===== src/rtl/gate_tester_if.sv =====
// Bundles the control, stimulus and result signals between the tester and its environment.
// The master side is the tester itself; the slave side is the gate under test plus the controller.
interface gate_tester_if;
    logic       start;
    logic [2:0] sel;
    logic       A;
    logic       B;
    logic       F;
    logic       busy;
    logic       done;
    logic       pass;
    logic [3:0] err_mask;

    modport master (
        input  start, sel, F,
        output A, B, busy, done, pass, err_mask
    );

    modport slave (
        output start, sel, F,
        input  A, B, busy, done, pass, err_mask
    );
endinterface


===== src/rtl/gate_tester.sv =====
// Applies the four A/B vectors to one selected gate, samples F SETTLE_CYCLES edges after each change.
// Latency: done rises 4*SETTLE_CYCLES cycles after start is accepted (1 cycle for an illegal sel); start ignored while busy.
module gate_tester #(
    parameter int unsigned SETTLE_CYCLES = 2
) (
    input  logic          clk,
    input  logic          rst,
    gate_tester_if.master bus
);
    typedef enum logic [1:0] {IDLE, SETTLE, DONE} state_t;

    localparam logic [3:0] CNT_LOAD = 4'(SETTLE_CYCLES - 1);

    state_t     state_q, state_d;
    logic [2:0] sel_q, sel_d;
    logic [1:0] idx_q, idx_d;
    logic [3:0] cnt_q, cnt_d;
    logic       a_q, a_d;
    logic       b_q, b_d;
    logic [3:0] err_q, err_d;
    logic       pass_q, pass_d;
    logic       exp_f;
    logic       mismatch;
    logic [3:0] err_nxt;
    logic [1:0] idx_inc;

    always_ff @(posedge clk or posedge rst) begin
        if (rst) begin
            state_q <= IDLE;
            sel_q   <= 3'd0;
            idx_q   <= 2'd0;
            cnt_q   <= 4'd0;
            a_q     <= 1'b0;
            b_q     <= 1'b0;
            err_q   <= 4'd0;
            pass_q  <= 1'b0;
        end else begin
            state_q <= state_d;
            sel_q   <= sel_d;
            idx_q   <= idx_d;
            cnt_q   <= cnt_d;
            a_q     <= a_d;
            b_q     <= b_d;
            err_q   <= err_d;
            pass_q  <= pass_d;
        end
    end

    // F is sampled directly: the gate is combinational on our own registered A/B.
    always_comb begin
        exp_f = 1'b0;
        case (sel_q)
            3'd0:    exp_f = a_q & b_q;
            3'd1:    exp_f = a_q | b_q;
            3'd2:    exp_f = a_q ^ b_q;
            3'd3:    exp_f = ~a_q;
            3'd4:    exp_f = ~(a_q & b_q);
            default: exp_f = 1'b0;
        endcase
        mismatch       = bus.F ^ exp_f;
        err_nxt        = err_q;
        err_nxt[idx_q] = err_q[idx_q] | mismatch;
        idx_inc        = idx_q + 2'd1;
    end

    always_comb begin
        state_d = state_q;
        sel_d   = sel_q;
        idx_d   = idx_q;
        cnt_d   = cnt_q;
        a_d     = a_q;
        b_d     = b_q;
        err_d   = err_q;
        pass_d  = pass_q;
        case (state_q)
            IDLE: begin
                if (bus.start) begin
                    sel_d  = bus.sel;
                    idx_d  = 2'd0;
                    a_d    = 1'b0;
                    b_d    = 1'b0;
                    pass_d = 1'b0;
                    if (bus.sel <= 3'd4) begin
                        err_d   = 4'd0;
                        cnt_d   = CNT_LOAD;
                        state_d = SETTLE;
                    end else begin
                        err_d   = 4'hF;
                        state_d = DONE;
                    end
                end
            end
            SETTLE: begin
                if (cnt_q != 4'd0) begin
                    cnt_d = cnt_q - 4'd1;
                end else begin
                    err_d = err_nxt;
                    if (idx_q != 2'd3) begin
                        idx_d = idx_inc;
                        a_d   = idx_inc[1];
                        b_d   = idx_inc[0];
                        cnt_d = CNT_LOAD;
                    end else begin
                        a_d     = 1'b0;
                        b_d     = 1'b0;
                        pass_d  = (err_nxt == 4'd0);
                        state_d = DONE;
                    end
                end
            end
            DONE:    state_d = IDLE;
            default: state_d = IDLE;
        endcase
    end

    always_comb begin
        bus.busy = (state_q == SETTLE) || (state_q == DONE);
        bus.done = (state_q == DONE);
    end

    assign bus.A        = a_q;
    assign bus.B        = b_q;
    assign bus.pass     = pass_q;
    assign bus.err_mask = err_q;
endmodule


===== src/flat_wrapper.sv =====
// flat-port wrapper written by rule: the top's interface ports become plain ports
module gate_tester_flat 
#(
    parameter int unsigned SETTLE_CYCLES = 2
)
  (clk, rst, bus_start, bus_sel, bus_F, bus_A, bus_B, bus_busy, bus_done, bus_pass, bus_err_mask);
  gate_tester_if bus_i ();
  input  logic clk;
  input  logic rst;
  input wire logic [$bits(bus_i.start)-1:0] bus_start;
  input wire logic [$bits(bus_i.sel)-1:0] bus_sel;
  input wire logic [$bits(bus_i.F)-1:0] bus_F;
  output wire logic [$bits(bus_i.A)-1:0] bus_A;
  output wire logic [$bits(bus_i.B)-1:0] bus_B;
  output wire logic [$bits(bus_i.busy)-1:0] bus_busy;
  output wire logic [$bits(bus_i.done)-1:0] bus_done;
  output wire logic [$bits(bus_i.pass)-1:0] bus_pass;
  output wire logic [$bits(bus_i.err_mask)-1:0] bus_err_mask;
  assign bus_i.start = bus_start;
  assign bus_i.sel = bus_sel;
  assign bus_i.F = bus_F;
  assign bus_A = bus_i.A;
  assign bus_B = bus_i.B;
  assign bus_busy = bus_i.busy;
  assign bus_done = bus_i.done;
  assign bus_pass = bus_i.pass;
  assign bus_err_mask = bus_i.err_mask;
  gate_tester #(.SETTLE_CYCLES(SETTLE_CYCLES)) u_core (.clk(clk), .rst(rst), .bus(bus_i));
endmodule

===== config.mk =====
export PLATFORM = sky130hd
export DESIGN_NAME = gate_tester_flat
export DESIGN_NICKNAME = d
export VERILOG_FILES = /design/src/rtl/gate_tester_if.sv /design/src/rtl/gate_tester.sv /design/src/flat_wrapper.sv
export SDC_FILE = /design/constraint.sdc
export NUM_CORES = 1
export LEC_CHECK = 0
export CORE_MARGIN = 5
export CORE_UTILIZATION = 31
export DETAILED_ROUTE_END_ITERATION = 10
export GPL_TIMING_DRIVEN = 0
export HOLD_SLACK_MARGIN = 0.06
export PLACE_DENSITY = 0.5
export SLEW_MARGIN = 20
export SYNTH_ARGS = -nofsm -noshare
export SYNTH_HDL_FRONTEND = slang
export SYNTH_SLANG_ARGS = --single-unit
export TNS_END_PERCENT = 1

===== constraint.sdc =====
create_clock -name clk -period 6.1 [get_ports clk]
set_input_delay 1.22 -clock clk [delete_from_list [all_inputs] [get_ports clk]]
set_output_delay 1.22 -clock clk [all_outputs]
set_load 0.005 [all_outputs]

==> impl_results.md, run 1 <==
* Status: finished clean
* HP Start: u_core.bus.pass
* Syn_area_per_cell at 9.26 um2
* Area share of the largest cell type after synthesis at 0.353
* Min-Delay Endpoint: u_core.bus.pass
* Synth async-reset ratio at 1.00
* Hold Path Class: reg2reg
* Final hold violations at 0
* TNS Setup at 0 ps
* Final setup violation count at 0
* Final Slew Violations at 0
* Post CTS Setup Buffer Count at 0
* Synth Flop Type: dfrtp_1
* Clock transition at path regs at 70 ps
* CP max FO at 5
* Post-CTS Resized at 0
* Synth Area in Adders at 0.108
* Depth of the most critical reg-to-reg path at 7
* P_leak at 0.622 nW
* Die width at 74.2 um
* Main area contributors after synthesis: dfrtp_1 35%, ha_1 11%, o21ai_0 7.1%
* First-pass GRT wire length at 5.35 mm
* Origin of the critical flop-to-flop path: u_core.cnt_q[0]
* Critical Path End Type: flop
* Min Hold Slack at 532 ps
* Post-synth EDFFs at 0
* Maximum vdd drop at 0.161 mV
* Num ports at 16
* Mapped Area at 1280 um2
* Grt ovf at 0
* Synth Area in Simple Gates at 0.170
* Clock Skews at 1.54 ps
* Row count at 23
* Syn_nets at 156
* Synthesis-to-layout area growth at 19.9%
* CP arrival at 3100 ps
* Global Route Usage Sum at 0.126
* Post-synth top area cell: dfrtp_1
* RSZ-0062 raised after global routing: no
* Total Power at 686 uW
* CTS Sinks at 18
* Largest family of logic cells by synthesized area: compound AO/OA/AOI/OAI gates
* Vias in the first global route at 1111
* Core Region at 4000 um2
* Final #Nets at 176
* Post-synth top cells: 18 x dfrtp_1, 18 x o21ai_0, 14 x nand2_1
* Max-Cap Viols at 0
* Layout cells sized above 1 at 0.0769
* Total number of vias at 1079
* Finished Core Util at 0.383
* Die span in y at 74.2 um
* CTS tree: built
* Crit path launch type: input pin
* Synth Area in XOR/XNOR at 0.00686
* DPL Wire Length at 2.36 mm
* Hold path cells at 2
* # diodes at 0
* Final ANT Viol Nets at 0
* Drt pass-1 iters at 4
* RePlAce Congestion at 0.848
* Compound-Gate Fraction of Synth Area at 0.260
* CTS Hold Bufs at 0
* Die ar. at 5500 um2
* Fin crit share at 0.487
* Syn. warnings at 0
* Initial Util at 0.319
* R2r endpoint: u_core.bus.err_mask[2]
* Tmin final at 2970 ps
* Input/output buffers at 15
* Clock H-tree levels at 1
* WL/cell at 14.7 um
* Total CTS buffers at 3
* Synthesized instance count at 138
* Clk_lat worst skew at 250 ps
* Synth unique cells at 35
* Max-slew headroom at 0.496
* Initial drt markers at 33
* R2r setup slk at 3930 ps
* Post-route DRC at 0
* Largest net degree at the start of global routing at 19
* Post-synthesis mux area share at 0.0529
* Drt via density at 5.24
* Post-Route WL at 3.02 mm
* Crit path kind: in2reg
* PD cells at 448 nW/um2
* Worst-Margin Slew at 756 ps
* Synthesized flop and latch total at 18
* Clock Path Buffers at 2
* Seq/Total Area, Yosys at 0.353
* Antenna violations before repair at 0
* CP required at 6230 ps
* FMAX at 337 MHz
* Root buf cell: clkbuf_8
==> kinds of logic after synthesis <==
family,Yosys count
XOR/XNOR,1
adder cells (fa/ha/maj),11
AO/OA/AOI/OAI,45
AND/OR/NAND/NOR,41
flip-flops,18
multiplexers,5
buffers and inverters,17
==> metal layers <==
| layer | vias to the layer above | part of all wire | routed length [um] | track usage |
|---|---|---|---|---|
| li1 | 535 | - | - | - |
| met1 | 525 | 0.46 | 1380 | 0.162 |
| met2 | 15 | 0.50 | 1510 | 0.212 |
| met3 | 4 | 0.028 | 86 | 0.0189 |
| met4 | 0 | 0.015 | 45 | 0.0503 |
| met5 | - | 0 | 0 | 0 |
==> critical path, stage by stage <==
cell and delay [ps]:
clkdlybuf4s50_1 410, o21ai_0 530, a21boi_0 280, a211o_1 380
o21ai_0 180, o21ai_0 100
==> where the power goes <==
group / internal, mW / switching (mW) / leakage (nW)
registers: 0.165 / 0.0532 / 0.232
logic: 0.186 / 0.199 / 0.369
clock network: 0.0439 / 0.0393 / 0.0216
total: 0.395 / 0.292 / 0.622
==> stage by stage <==
stage	instances	worst slack [ps]	instance area, um2
6_report	206	3130	1530
5_1_grt	206	2890	1530
4_1_cts	206	3120	1530
3_5_place_dp	203	2870	1490
3_3_place_gp	203	2910	1490
2_1_floorplan	138	3780	1280
==> sequential cells by signal (all words and copies together) (netlist names) <==
name                 count
u_core.bus.err_mask      4
u_core.bus.B             1
u_core.sel_q             3
u_core.bus.A             1
u_core.cnt_q             4
u_core.state_q           2
u_core.idx_q             2
u_core.bus.pass          1
==> layout make-up <==
type	count	area (um2)
Fill cell	402	2470
Timing Repair Buffer	15	150
Clock buffer	3	41.3
Buffer	4	15.0
Tap cell	50	62.6
Multi-Input combinational cell	103	763
Inverter	13	48.8
Sequential cell	18	450
==> cells in the final DEF (no fill, tap or decap), types with 2 or more instances in the layout <==
cell type,count
o21ai_0,18
dfrtp_1,18
clkdlybuf4s50_1,15
nand2_1,14
inv_1,13
ha_1,11
nor2b_1,9
nand2b_1,5
clkbuf_1,4
nor2_1,4
mux2_2,4
o21a_1,3
a211oi_1,3
o311ai_0,3
o31ai_1,3
clkbuf_8,3
a211o_1,2
nor4_1,2
or3_1,2
a21boi_0,2
a22o_1,2
==> worst max path at each step <==
stage / depth (start not counted) / startpoint / slack (ps) / end
CTS: 6 / bus_sel[1] / 3120 / u_core.cnt_q[2]
global placement: 6 / bus_sel[1] / 2910 / u_core.cnt_q[3]
floorplan: 5 / bus_sel[1] / 3780 / u_core.cnt_q[2]
finish: 6 / bus_sel[1] / 3130 / u_core.cnt_q[2]
global route: 6 / bus_sel[0] / 2890 / u_core.cnt_q[2]
detailed placement: 6 / bus_sel[1] / 2870 / u_core.cnt_q[2]
Note: power is estimated with default switching activity, not from simulation.
==> run 2, diff against run 1 <==
==> constraint.sdc (replaced) <==
create_clock -name clk -period 2.8 [get_ports clk]
set_input_delay 0.56 -clock clk [delete_from_list [all_inputs] [get_ports clk]]
set_output_delay 0.56 -clock clk [all_outputs]
set_load 0.005 [all_outputs]
==> results of run 2 <==
The final DEF is identical to that of run 1. Status: finished clean.
Among the figures that moved: setup slack after placement 2870 ps -> 227 ps; setup slack after layout 3130 ps -> 489 ps; register-to-register setup slack 3930 ps -> 630 ps; total power 0.686 mW -> 1.50 mW; worst IR drop on VDD 0.161 mV -> 0.350 mV
==> run 3, diff against run 2 <==
--- a/config.mk
+++ b/config.mk
@@ -10,7 +10,7 @@
 export DETAILED_ROUTE_END_ITERATION = 10
 export GPL_TIMING_DRIVEN = 0
 export HOLD_SLACK_MARGIN = 0.06
-export PLACE_DENSITY = 0.5
+export PLACE_DENSITY = 0.51
 export SLEW_MARGIN = 20
 export SYNTH_ARGS = -nofsm -noshare
 export SYNTH_HDL_FRONTEND = slang
==> constraint.sdc (replaced) <==
create_clock -name clk -period 2.06 [get_ports clk]
set_input_delay 0.412 -clock clk [delete_from_list [all_inputs] [get_ports clk]]
set_output_delay 0.412 -clock clk [all_outputs]
set_load 0.005 [all_outputs]
==> run 3 against run 2 <==
Effect of this change:
- non-clock buffer count grew 3
- first-iteration DRC count is 36% higher
- clock-buffer cell count stayed put
==> impl_results.md, run 3 (same netlist as run 1, synthesis figures left out) <==
* Drt pass-1 iters at 4 (unchanged)
* Final Slew Violations at 0 (unchanged)
* FMAX at 503 MHz
* WL/cell at 14.1 um (-4.1%)
* PD cells at 1350 nW/um2
* Final setup violation count at 0 (unchanged)
* Die width at 74.2 um (unchanged)
* Clock H-tree levels at 1 (unchanged)
* CP required at 2200 ps
* Antenna violations before repair at 0 (unchanged)
* # diodes at 0 (unchanged)
* Final #Nets at 179 (+1.7%)
* Post-Route WL at 2.94 mm (-2.7%)
* Num ports at 16 (unchanged)
* Die ar. at 5500 um2 (unchanged)
* Clock transition at path regs at 70 ps (about the same)
* Max-slew headroom at 0.522 (+0.0268)
* CP max FO at 5 (unchanged)
* Max-Cap Viols at 0 (unchanged)
* RePlAce Congestion at 0.832 (-1.9%)
* Vias in the first global route at 1069 (-3.8%)
* P_leak at 0.650 nW (+4.6%)
* Core Region at 4000 um2 (unchanged)
* Post-route DRC at 0 (unchanged)
* Total number of vias at 1105 (+2.4%)
* Layout cells sized above 1 at 0.170 (+0.0929)
* Row count at 23 (unchanged)
* Status: finished clean
* Worst-Margin Slew at 716 ps (-40.1 ps)
* Maximum vdd drop at 0.465 mV
* CTS tree: built
* Commonest cells after routing, fill and taps aside: 17 x dfrtp_1, 15 x clkdlybuf4s50_1, 14 x o21ai_0
* TNS Setup at 0 ps (unchanged)
* Crit path launch type: flop
* Global Route Usage Sum at 0.119 (-0.00680)
* Clock Skews at 5.08 ps (+3.54 ps)
* Most common cell after layout, fill and taps aside: dfrtp_1
* Grt ovf at 0 (unchanged)
* Fin crit share at 0.965
* RSZ-0062 raised after global routing: yes
* Min Hold Slack at 535 ps (+2.75 ps)
* Hold Path Class: reg2reg
* Initial drt markers at 45 (+36%)
* Crit path kind: reg2reg
* Die span in y at 74.2 um (unchanged)
* Root buf cell: clkbuf_8
* Synthesis-to-layout area growth at 25.3%
* Final ANT Viol Nets at 0 (unchanged)
* CTS Sinks at 18 (unchanged)
* Clk_lat worst skew at 250 ps (about the same)
* Final hold violations at 0 (unchanged)
* Clock Path Buffers at 2 (unchanged)
* Input/output buffers at 15 (unchanged)
* Total CTS buffers at 3 (unchanged)
* CP arrival at 2130 ps
* Tmin final at 1990 ps
* Critical Path End Type: flop
* DPL Wire Length at 2.23 mm (-5.5%)
* First-pass GRT wire length at 5.06 mm (-5.4%)
* Largest net degree at the start of global routing at 19 (unchanged)
* Drt via density at 5.29 (+0.94%)
* Initial Util at 0.319 (unchanged)
run 3: worst max-delay path: stages (launching register included):
cell and delay, ps:
dfrtp_1 420, inv_2 90, ha_4 120, or3b_4 380
a211o_4 380, or3_4 390, o311ai_0 90
run 3: layout make-up:
cell class | instances | area [um2]
repair buffers | 19 | 180
flip-flops and latches | 18 | 452
inverters | 13 | 48.8
well taps | 50 | 62.6
multi-input cells | 103 | 801
plain buffers | 3 | 15.0
fillers | 411 | 2400
clock buffers | 3 | 41.3
run 3: layer usage:
metal	part of all wire	global-route usage	vias to the layer above
li1	-	-	540
met1	0.47	0.153	542
met2	0.48	0.199	19
met3	0.042	0.0189	4
met4	0.016	0.0483	0
met5	0	0	-
run 3: repair_timing:
action,4_1_cts,5_1_grt
pin swaps,2,6
gates resized for setup,5,15
hold endpoints to repair,0,0
setup endpoints to repair,10,8
hold buffers,0,0
buffers inserted,1,3
run 3: stage by stage:
step | cell area, um2 | power, mW | setup WS [ps] | utilization | std cells
final | 1600 | 2.16 | 71.5 | 0.400 | 209
after global routing | 1600 | 2.35 | -34.2 | 0.400 | 209
after CTS | 1540 | 2.10 | -61.1 | 0.386 | 206
after detailed placement | 1490 | 1.79 | -350 | 0.373 | 203
after global placement | 1490 | 1.77 | -347 | 0.373 | 203
after floorplan | 1280 | 1.41 | 84.5 | - | 138
run 3: worst paths after layout:
check / start / endpoint / slack, ps / cells after the start
worst min-delay path: u_core.cnt_q[1] / u_core.cnt_q[1] / 530 / 2
max in group asynchronous: rst / u_core.idx_q[0] / 990 / 2
worst max register to register: u_core.cnt_q[0] / u_core.bus.err_mask[2] / 70 / 6
min in group asynchronous: rst / u_core.state_q[1] / 570 / 2
worst max-delay path: u_core.cnt_q[0] / u_core.bus.err_mask[2] / 70 / 6
worst min register to register: u_core.cnt_q[1] / u_core.cnt_q[1] / 530 / 2
run 3: where the power goes:
group	switching [mW]	internal, mW	total [mW]	leakage [nW]
registers	0.156	0.489	0.645	0.230
logic	0.637	0.628	1.26	0.398
clock network	0.116	0.130	0.246	0.0216
